$ cat src/rtl/execute_stage.sv
// Y86-64 execute stage: ALU, condition codes, Cnd evaluation and the M pipeline register.
// Optional macro EXC_CC_GUARD_EN blocks CC writes while a downstream stage reports HLT/ADR/INS.
module execute_stage #(
    parameter int W     = 64,
    parameter int STATW = 4
) (
    input  logic             clk,
    input  logic             rst,
    input  logic [STATW-1:0] E_stat,
    input  logic [3:0]       E_icode,
    input  logic [3:0]       E_ifun,
    input  logic [W-1:0]     E_valA,
    input  logic [W-1:0]     E_valB,
    input  logic [W-1:0]     E_valC,
    input  logic [3:0]       E_dstE,
    input  logic [3:0]       E_dstM,
    input  logic             M_bubble,
    input  logic [STATW-1:0] m_stat,
    input  logic [STATW-1:0] W_stat,
    output logic [W-1:0]     e_valE,
    output logic [3:0]       e_dstE,
    output logic             e_Cnd,
    output logic             ZF,
    output logic             SF,
    output logic             OF,
    output logic [STATW-1:0] M_stat,
    output logic [3:0]       M_icode,
    output logic             M_Cnd,
    output logic [W-1:0]     M_valE,
    output logic [W-1:0]     M_valA,
    output logic [3:0]       M_dstE,
    output logic [3:0]       M_dstM
);

    localparam logic [3:0] I_RRMOVQ = 4'h2;
    localparam logic [3:0] I_IRMOVQ = 4'h3;
    localparam logic [3:0] I_RMMOVQ = 4'h4;
    localparam logic [3:0] I_MRMOVQ = 4'h5;
    localparam logic [3:0] I_OPQ    = 4'h6;
    localparam logic [3:0] I_JXX    = 4'h7;
    localparam logic [3:0] I_CALL   = 4'h8;
    localparam logic [3:0] I_RET    = 4'h9;
    localparam logic [3:0] I_PUSHQ  = 4'hA;
    localparam logic [3:0] I_POPQ   = 4'hB;
    localparam logic [3:0] I_NOP    = 4'h1;
    localparam logic [3:0] RNONE    = 4'hF;

    localparam logic [STATW-1:0] S_AOK = STATW'(1);

    logic [W-1:0] aluA;
    logic [W-1:0] aluB;
    logic [3:0]   aluFun;
    logic [W-1:0] aluResult;
    logic         aluOf;
    logic         funValid;
    logic         ccGuardOk;
    logic         setCc;
    logic         cnd;

    logic zf_q, sf_q, of_q;

    logic [STATW-1:0] mStat_q;
    logic [3:0]       mIcode_q;
    logic             mCnd_q;
    logic [W-1:0]     mValE_q;
    logic [W-1:0]     mValA_q;
    logic [3:0]       mDstE_q;
    logic [3:0]       mDstM_q;

    always_comb begin
        aluA = '0;
        case (E_icode)
            I_RRMOVQ, I_OPQ:              aluA = E_valA;
            I_IRMOVQ, I_RMMOVQ, I_MRMOVQ: aluA = E_valC;
            I_CALL, I_PUSHQ:              aluA = {{(W-4){1'b1}}, 4'b1000};
            I_RET, I_POPQ:                aluA = W'(8);
            default:                      aluA = '0;
        endcase
    end

    always_comb begin
        aluB = '0;
        case (E_icode)
            I_RMMOVQ, I_MRMOVQ, I_OPQ, I_CALL, I_RET, I_PUSHQ, I_POPQ: aluB = E_valB;
            default: aluB = '0;
        endcase
    end

    assign aluFun   = (E_icode == I_OPQ) ? E_ifun : 4'h0;
    assign funValid = (aluFun <= 4'h3);

    // Out-of-range function codes fall to the default arm and yield zero.
    always_comb begin
        aluResult = '0;
        aluOf     = 1'b0;
        case (aluFun)
            4'h0: begin
                aluResult = aluB + aluA;
                aluOf     = (aluA[W-1] == aluB[W-1]) && (aluResult[W-1] != aluB[W-1]);
            end
            4'h1: begin
                aluResult = aluB - aluA;
                aluOf     = (aluB[W-1] != aluA[W-1]) && (aluResult[W-1] != aluB[W-1]);
            end
            4'h2:    aluResult = aluB & aluA;
            4'h3:    aluResult = aluB ^ aluA;
            default: aluResult = '0;
        endcase
    end

`ifdef EXC_CC_GUARD_EN
    function automatic logic isException(input logic [STATW-1:0] stat);
        return (stat == STATW'(2)) || (stat == STATW'(3)) || (stat == STATW'(4));
    endfunction

    assign ccGuardOk = !isException(m_stat) && !isException(W_stat);
`else
    logic unusedDownstreamStat;
    assign unusedDownstreamStat = ^{m_stat, W_stat};
    assign ccGuardOk = 1'b1;
`endif

    assign setCc = (E_icode == I_OPQ) && funValid && ccGuardOk;

    // Reset takes priority, so a reset cycle never commits the OPQ sitting in E.
    always_ff @(posedge clk) begin
        if (rst) begin
            zf_q <= 1'b1;
            sf_q <= 1'b0;
            of_q <= 1'b0;
        end else if (setCc) begin
            zf_q <= (aluResult == '0);
            sf_q <= aluResult[W-1];
            of_q <= aluOf;
        end
    end

    // Cnd uses the registered CC only; a freshly computed CC is visible next cycle.
    always_comb begin
        cnd = 1'b0;
        if (E_icode == I_RRMOVQ || E_icode == I_JXX) begin
            case (E_ifun)
                4'h0:    cnd = 1'b1;
                4'h1:    cnd = (sf_q ^ of_q) | zf_q;
                4'h2:    cnd = sf_q ^ of_q;
                4'h3:    cnd = zf_q;
                4'h4:    cnd = !zf_q;
                4'h5:    cnd = !(sf_q ^ of_q);
                4'h6:    cnd = !(sf_q ^ of_q) && !zf_q;
                default: cnd = 1'b0;
            endcase
        end
    end

    assign e_valE = aluResult;
    assign e_Cnd  = cnd;
    assign e_dstE = (E_icode == I_RRMOVQ && !cnd) ? RNONE : E_dstE;

    always_ff @(posedge clk) begin
        if (rst || M_bubble) begin
            mStat_q  <= S_AOK;
            mIcode_q <= I_NOP;
            mCnd_q   <= 1'b0;
            mValE_q  <= '0;
            mValA_q  <= '0;
            mDstE_q  <= RNONE;
            mDstM_q  <= RNONE;
        end else begin
            mStat_q  <= E_stat;
            mIcode_q <= E_icode;
            mCnd_q   <= cnd;
            mValE_q  <= aluResult;
            mValA_q  <= E_valA;
            mDstE_q  <= e_dstE;
            mDstM_q  <= E_dstM;
        end
    end

    assign ZF      = zf_q;
    assign SF      = sf_q;
    assign OF      = of_q;
    assign M_stat  = mStat_q;
    assign M_icode = mIcode_q;
    assign M_Cnd   = mCnd_q;
    assign M_valE  = mValE_q;
    assign M_valA  = mValA_q;
    assign M_dstE  = mDstE_q;
    assign M_dstM  = mDstM_q;

endmodule

$ cat config.mk
export PLATFORM = sky130hd
export DESIGN_NAME = execute_stage
export DESIGN_NICKNAME = d
export VERILOG_FILES = /design/src/rtl/execute_stage.sv
export SDC_FILE = /design/constraint.sdc
export NUM_CORES = 1
export LEC_CHECK = 0
export ABC_AREA = 1
export BUFFER_PORTS_ARGS = -buffer_cell sky130_fd_sc_hd__buf_2
export CAP_MARGIN = 20
export CORE_AREA = 4 4 242 244
export DETAILED_ROUTE_END_ITERATION = 12
export DIE_AREA = 0 0 246 248
export PLACE_DENSITY = 0.64
export SLEW_MARGIN = 20
export SYNTH_ARGS = -nofsm -noshare
export SYNTH_HDL_FRONTEND = slang
export SYNTH_SLANG_ARGS = --single-unit
$ cat constraint.sdc
create_clock -name clk -period 3.1 [get_ports clk]
set_input_delay 0.155 -clock clk [delete_from_list [all_inputs] [get_ports clk]]
set_output_delay 0.155 -clock clk [all_outputs]
set_load 0.05 [all_outputs]
# [After elaboration in Yosys (flattened, before gate mapping)]
# Cells that the tools add are included.
[word_totals] register_bits=148 inputBits=223 output_inout_bits=217 wordCells=66
[op_classes] addsub=2 magnitude_cmp=1 n_eq_ne=23 muxes=8 bitwise_logic=4 n_reduce_logical=18
[ops] cell="case mux 64 bit (4 select lines)" count=2
[ops] cell="adder 64 bit" count=1
[ops] cell="AND 64 bit" count=1
[ops] cell="zero test 64 bit" count=1
[ops] cell="two-way mux 64 bit" count=1
[ops] cell="subtractor 64 bit" count=1
[ops] cell="bitwise XOR 64 bit" count=1
[ops] cell="equality test 4 x 3 -> 1 bit (second input constant)" count=7
[ops] cell="equality test 4 x 2 -> 1 bit (second input constant)" count=6
[ops] cell="equality test 4 bit (second input constant)" count=4
[ops] cell="equality test 4 x 1 -> 1 bit (second input constant)" count=2
[ops] cell="zero test 4 bit" count=2
[ops] cell="two-way mux 4 bit" count=2
[ops] cell="case mux 1 bit (7 select lines)" count=1
[ops] cell="OR reduction 7 bit" count=1
[ops] cell="OR reduction 2 bit" count=3
[ops] cell="logical AND 1 bit" count=5
[ops] cell="<= comparator 4 x 2 -> 1 bit (second input constant)" count=1
[ops] cell="zero test 1 bit" count=3
[ops] cell="inequality test 1 bit" count=3
[ops] cell="OR reduction 3 bit" count=1
[ops] cell="logical OR 1 bit" count=2
[ops] cell="case mux 1 bit (2 select lines)" count=1
[ops] cell="equality test 1 bit" count=1
[ops] cell="other kinds (3)" count=3

# [Depth between registers and ports, before layout]
[logic_depth] word_depth=8 mapped_depth=30 depth_no_buf=28

# [Worst setup path before layout]
# No wires, ideal clock.
[synth_timing] path_kind="register -> output" start="reg of_q, in the netlist OF" end="out e_dstE[0]" t_arrival_ns=4.209 required_time_ns=2.945 setup_slack_ns=-1.264 path_stages_with_launch=9 n_path_buf=0 path_cell_list="dfxtp_1 xor2_1 o21ai_0 a2111oi_0 inv_1 nand2_1 inv_1 nor2_1 inv_1"
[synth_between] elab_chain_cells=8 elab_cells_between_ends=9 cone_classes="mux (3); bitwise (2); reduce/logical (4)"
[synth_lines] element="start, declared" line_no="60" text="logic zf_q, sf_q, of_q;"
[synth_lines] element="start signal, assigned" line_no="134" text="of_q <= aluOf;"
[synth_lines] element="bitwise XOR 1 bit (*)"
[synth_lines] element="zero test 1 bit" line_no="148, 149"
[synth_lines] element="logical AND 1 bit" line_no="149" text="4'h6: cnd = !(sf_q ^ of_q) && !zf_q;"
[synth_lines] element="case mux 1 bit (7 select lines) (*)" line_no="142" text="case (E_ifun)"
[synth_lines] element="two-way mux 1 bit (*)" line_no="141" text="if (E_icode == I_RRMOVQ || E_icode == I_JXX) begin"
[synth_lines] element="net e_Cnd" line_no="22" text="output logic e_Cnd,"
[synth_lines] element="zero test 1 bit (*)" line_no="157" text="assign e_dstE = (E_icode == I_RRMOVQ && !cnd) ? RNONE : E_dstE;"
[synth_lines] element="logical AND 1 bit (*)" line_no="157"
[synth_lines] element="two-way mux 4 bit (*)" line_no="157"
[synth_lines] element="end, declared" line_no="21" text="output logic [3:0] e_dstE,"
# The timed path passes the listed nets; every way through them passes the cells marked *.

# [Worst setup path in the final report]
[layout_timing] start="in E_icode[1]" end="out e_valE[61]"
[layout_between] elab_chain_cells=5 elab_cells_between_ends=26 cone_classes="add/sub (2); eq/ne (12); mux (4); bitwise (2); reduce/logical (6)"
[layout_lines] element="start, declared" line_no="10" text="input logic [3:0] E_icode,"
[layout_lines] element="equality test 4 x 3 -> 1 bit (tied with other cells)" line_no="72, 83"
[layout_lines] element="OR reduction 3 bit (tied with other cells)" line_no="72" text="case (E_icode)"
[layout_lines] element="case mux 64 bit (4 select lines) or two-way mux 64 bit (tied branches)" line_no="72, 83"
[layout_lines] element="subtractor 64 bit (tied with other cells)" line_no="102" text="aluResult = aluB - aluA;"
[layout_lines] element="case mux 64 bit (4 select lines) (*)" line_no="96" text="case (aluFun)"
[layout_lines] element="end, declared" line_no="20" text="output logic [W-1:0] e_valE,"
# Every way passes the cells marked *; elsewhere a longest branch is shown, timed or not.

==> results.json <==
{
  "slew_violations": 0,
  "h-tree-depth": 4,
  "synth-adder-area-share_pct": 8.824,
  "period_needed_ns": 3.748,
  "die_area_sq_um": 61010,
  "r2r_start": "SF",
  "placed_cells": 5547,
  "worstPathArrival_ns": 3.59,
  "finalHoldViolCount": 0,
  "synth-simple-area-share_pct": 44.76,
  "synth_top_cell_by_area": "nand2_1",
  "synth-edff-count": 0,
  "synth_mux_area_share_pct": 0,
  "leakagePower_nw": 19.26,
  "grt_util_met3_pct": 7.638,
  "fin_ws_ns": -0.6480,
  "drtIter0Drc": 2607,
  "required_ns": 2.94,
  "cts.path.max_buffers": 2,
  "fin_skew_ns": 0.02059,
  "wl_per_cell_um": 19.99,
  "critPathLaunch": "E_icode[1]",
  "syn-cell-area_sq_um": 19600,
  "grt_pass1_vias": 26850,
  "synth_compound_area_share_pct": 10.63,
  "fin_cells": 5684,
  "synthXorXnorAreaFrac_pct": 0.2235,
  "fin_nets": 5274,
  "postRouteAntennaNets": 0,
  "worstMarginPinSlew_ns": 0.7910,
  "status": "complete, but fails checks",
  "dpl-instance-area_sq_um": 29150,
  "max_freq_mhz": 266.8,
  "synth_seq_area_share_pct": 15.12,
  "vias": 28200,
  "worstSetupPathType": "primary input to output pin",
  "grt_first_pass_wirelength_um": 161200,
  "r2r_cells": 8,
  "wl_um": 113600,
  "fin_setup_tns_ns": -22.32,
  "place_hpwl_um": 93680,
  "final_cell_area_sq_um": 33010,
  "pwr_density_cell_nw_per_um2": 376.7,
  "cts_tree": "yes",
  "fillers": 5522,
  "hold_path.class": "primary input to register",
  "critPathMaxFanout": 15,
  "min_period_over_period_pct": 120.9,
  "dieHeight_um": 248,
  "fin_util_pct": 58.65,
  "ys_ff_latch": 148,
  "drive_gt1_share_pct": 36.96,
  "seq_area_sq_um": 2963,
  "remaining_drc_errors": 0,
  "port_buffers": 431,
  "syn_avg_cell_area_sq_um": 5.332,
  "syn-num-nets": 4035,
  "grt_usage_pct": 35.19,
  "place_ws_ns": -1.148,
  "peakVddDrop_uv": 456.6,
  "grt_overflow": 0,
  "hold_start": "E_icode[0]",
  "netlist_instances": 3675,
  "netlist_top_cells_count": "1120 x nand2_1, 863 x inv_1, 442 x nor2_1, 299 x nand3_1, 148 x dfxtp_1",
  "synth_top_family_by_area": "simple AND/OR/NAND/NOR gates",
  "cap_violations": 0,
  "dieWidth_um": 246,
  "setup_viol": 62,
  "clock-sinks": 148,
  "core_area_sq_um": 56280,
  "yosysMostFrequentCell": "nand2_1",
  "multi_input_area_sq_um": 15010,
  "rsz0062_at_grt": "yes",
  "slew_headroom_pct": 47.27,
  "async_reset_ff_share_pct": 0,
  "dr.pass1.iters": 6,
  "insertion_delay_ns": 0.51,
  "use_met2_pct": 53.83,
  "end_kind": "output pin",
  "ys_types": 46,
  "grt_max_degree": 63,
  "gp_congestion": 1.073,
  "initial_core_util_pct": 34.82,
  "met1_usage_pct": 49.09,
  "antenna_found_initial": 4,
  "clock-root-buffer": "clkbuf_16",
  "regToRegSetupSlack_ns": 1.32,
  "busiest_layer": "met2",
  "ys_dominant_reg_cell": "dfxtp_1",
  "yosys_warnings": 0,
  "drt-vias-per-instance": 4.960,
  "startpoint_type": "primary input",
  "synth_top_area_share_pct": 21.45,
  "netlist_top_cells_area": "nand2_1 21%, inv_1 17%, dfxtp_1 15%",
  "numCtsBuffers": 17,
  "clk_pin_slew_ns": 0.07,
  "timing.rr.end": "M_dstE[2]",
  "setup.worst_path.end": "e_valE[61]",
  "area_growth_pct": 68.46,
  "pin_count": 440,
  "violations": "negative setup slack",
  "fp-row-count": 87
}
-- cells in the final DEF, fill, tap and decap left out, drive strengths merged, types with 2 or more instances in the layout --
| master | Yosys | final |
|---|---|---|
| a22oi | 25 | 25 |
| ha | 135 | 135 |
| inv | 888 | 897 |
| clkbuf | 47 | 25 |
| xor2 | 5 | 5 |
| o21ai | 53 | 53 |
| and2 | 3 | 3 |
| nand2 | 1146 | 1146 |
| or2 | 6 | 6 |
| clkinv | 0 | 4 |
| fa | 2 | 2 |
| o21bai | 27 | 27 |
| nor3 | 32 | 32 |
| nand3 | 324 | 324 |
| bufinv | 0 | 2 |
| nand3b | 8 | 8 |
| o211ai | 2 | 2 |
| dlygate4sd3 | 0 | 79 |
| o22ai | 28 | 28 |
| a31oi | 3 | 3 |
| buf | 64 | 1244 |
| a221oi | 59 | 59 |
| o21a | 3 | 3 |
| nand4 | 44 | 44 |
| dfxtp | 148 | 148 |
| and3 | 4 | 4 |
| a21oi | 125 | 125 |
| nor2 | 490 | 490 |
-- sequential cells by signal (all words and copies together) (netlist names) --
signal   flops
SF           1
M_Cnd        1
M_stat       4
ZF           1
M_valA      64
M_dstM       4
M_valE      64
OF           1
M_icode      4
M_dstE       4
-- worst min-delay path by stage --
stage	end	cells past startpoint	slack, ns
6_report	M_icode[0]	4	0.05
5_1_grt	M_icode[0]	4	0.05
4_1_cts	M_icode[0]	4	0.04
3_5_place_dp	M_dstM[1]	2	0.34
3_3_place_gp	M_dstM[1]	2	0.34
2_1_floorplan	OF	1	0.22
-- critical path, stage by stage --
cell and delay, ns:
clkbuf_4 0.16, nand2_4 0.09, nand2_2 0.09, nand2_8 0.12, inv_12 0.07, buf_12 0.17, buf_4 0.14, a221oi_2 0.33
ha_4 0.28, buf_4 0.18, nor2_4 0.13, inv_1 0.08, nor2_2 0.17, inv_2 0.05, nor2_2 0.09, inv_1 0.11
nor2_2 0.12, nand2_1 0.09, nand3_2 0.10, buf_12 0.11, nand2_1 0.06, nand2_1 0.07, nand2_1 0.04, nand3_1 0.08
nand3_2 0.14, buf_4 0.18, buf_12 0.14
-- power breakdown --
part	switching [W]	leakage (nW)	internal [W]
registers	0.0000253	1.21	0.00200
logic	0.00486	17.7	0.00319
clock network	0.00110	0.307	0.00125
-- repair_timing --
| action | in CTS | in global routing |
|---|---|---|
| buffers inserted | 6 | 11 |
| gates cloned | 3 | 5 |
| gates resized for setup | 224 | 268 |
| pin swaps | 24 | 24 |
| setup endpoints to repair | 78 | 93 |
| hold buffers | 79 | 0 |
| hold endpoints to repair | 79 | 0 |
-- per-layer routing --
layer | routed length, um | vias to the layer above
met1 | 50120 | 12980
met3 | 11570 | 208
met2 | 47920 | 1355
met4 | 3996 | 4
met5 | 27 | -
li1 | - | 13650
-- metrics by stage --
stage / power, W / hold WS, ns
6_report: 0.01243 / 0.04546
4_1_cts: 0.01192 / 0.03798
5_1_grt: 0.01299 / 0.04581
3_3_place_gp: 0.009158 / 0.3417
3_5_place_dp: 0.009171 / 0.3433
2_1_floorplan: 0.005732 / 0.2241
-- cell families (layout without fill, tap and decap cells) --
| logic type | Yosys count | in the layout |
|---|---|---|
| AOI/OAI and AO/OA | 328 | 328 |
| xor gates and xnor gates | 5 | 5 |
| adders and majority gates | 137 | 137 |
| buffers and inverters | 999 | 2251 |
| DFF | 148 | 148 |
| other | 0 | 1 |
| and+or+nand+nor | 2058 | 2058 |
-- layout make-up --
class,count,area share (%)
Clock inverter,14,0.5534
Tap cell,756,2.866
Inverter,888,10.14
Clock buffer,18,1.330
Timing Repair Buffer,1330,30.63
Antenna cell,1,0.007581
Multi-Input combinational cell,2528,45.47
Sequential cell,148,8.976
Timing Repair inverter,1,0.02653
Power figures use the tool's default switching activity.
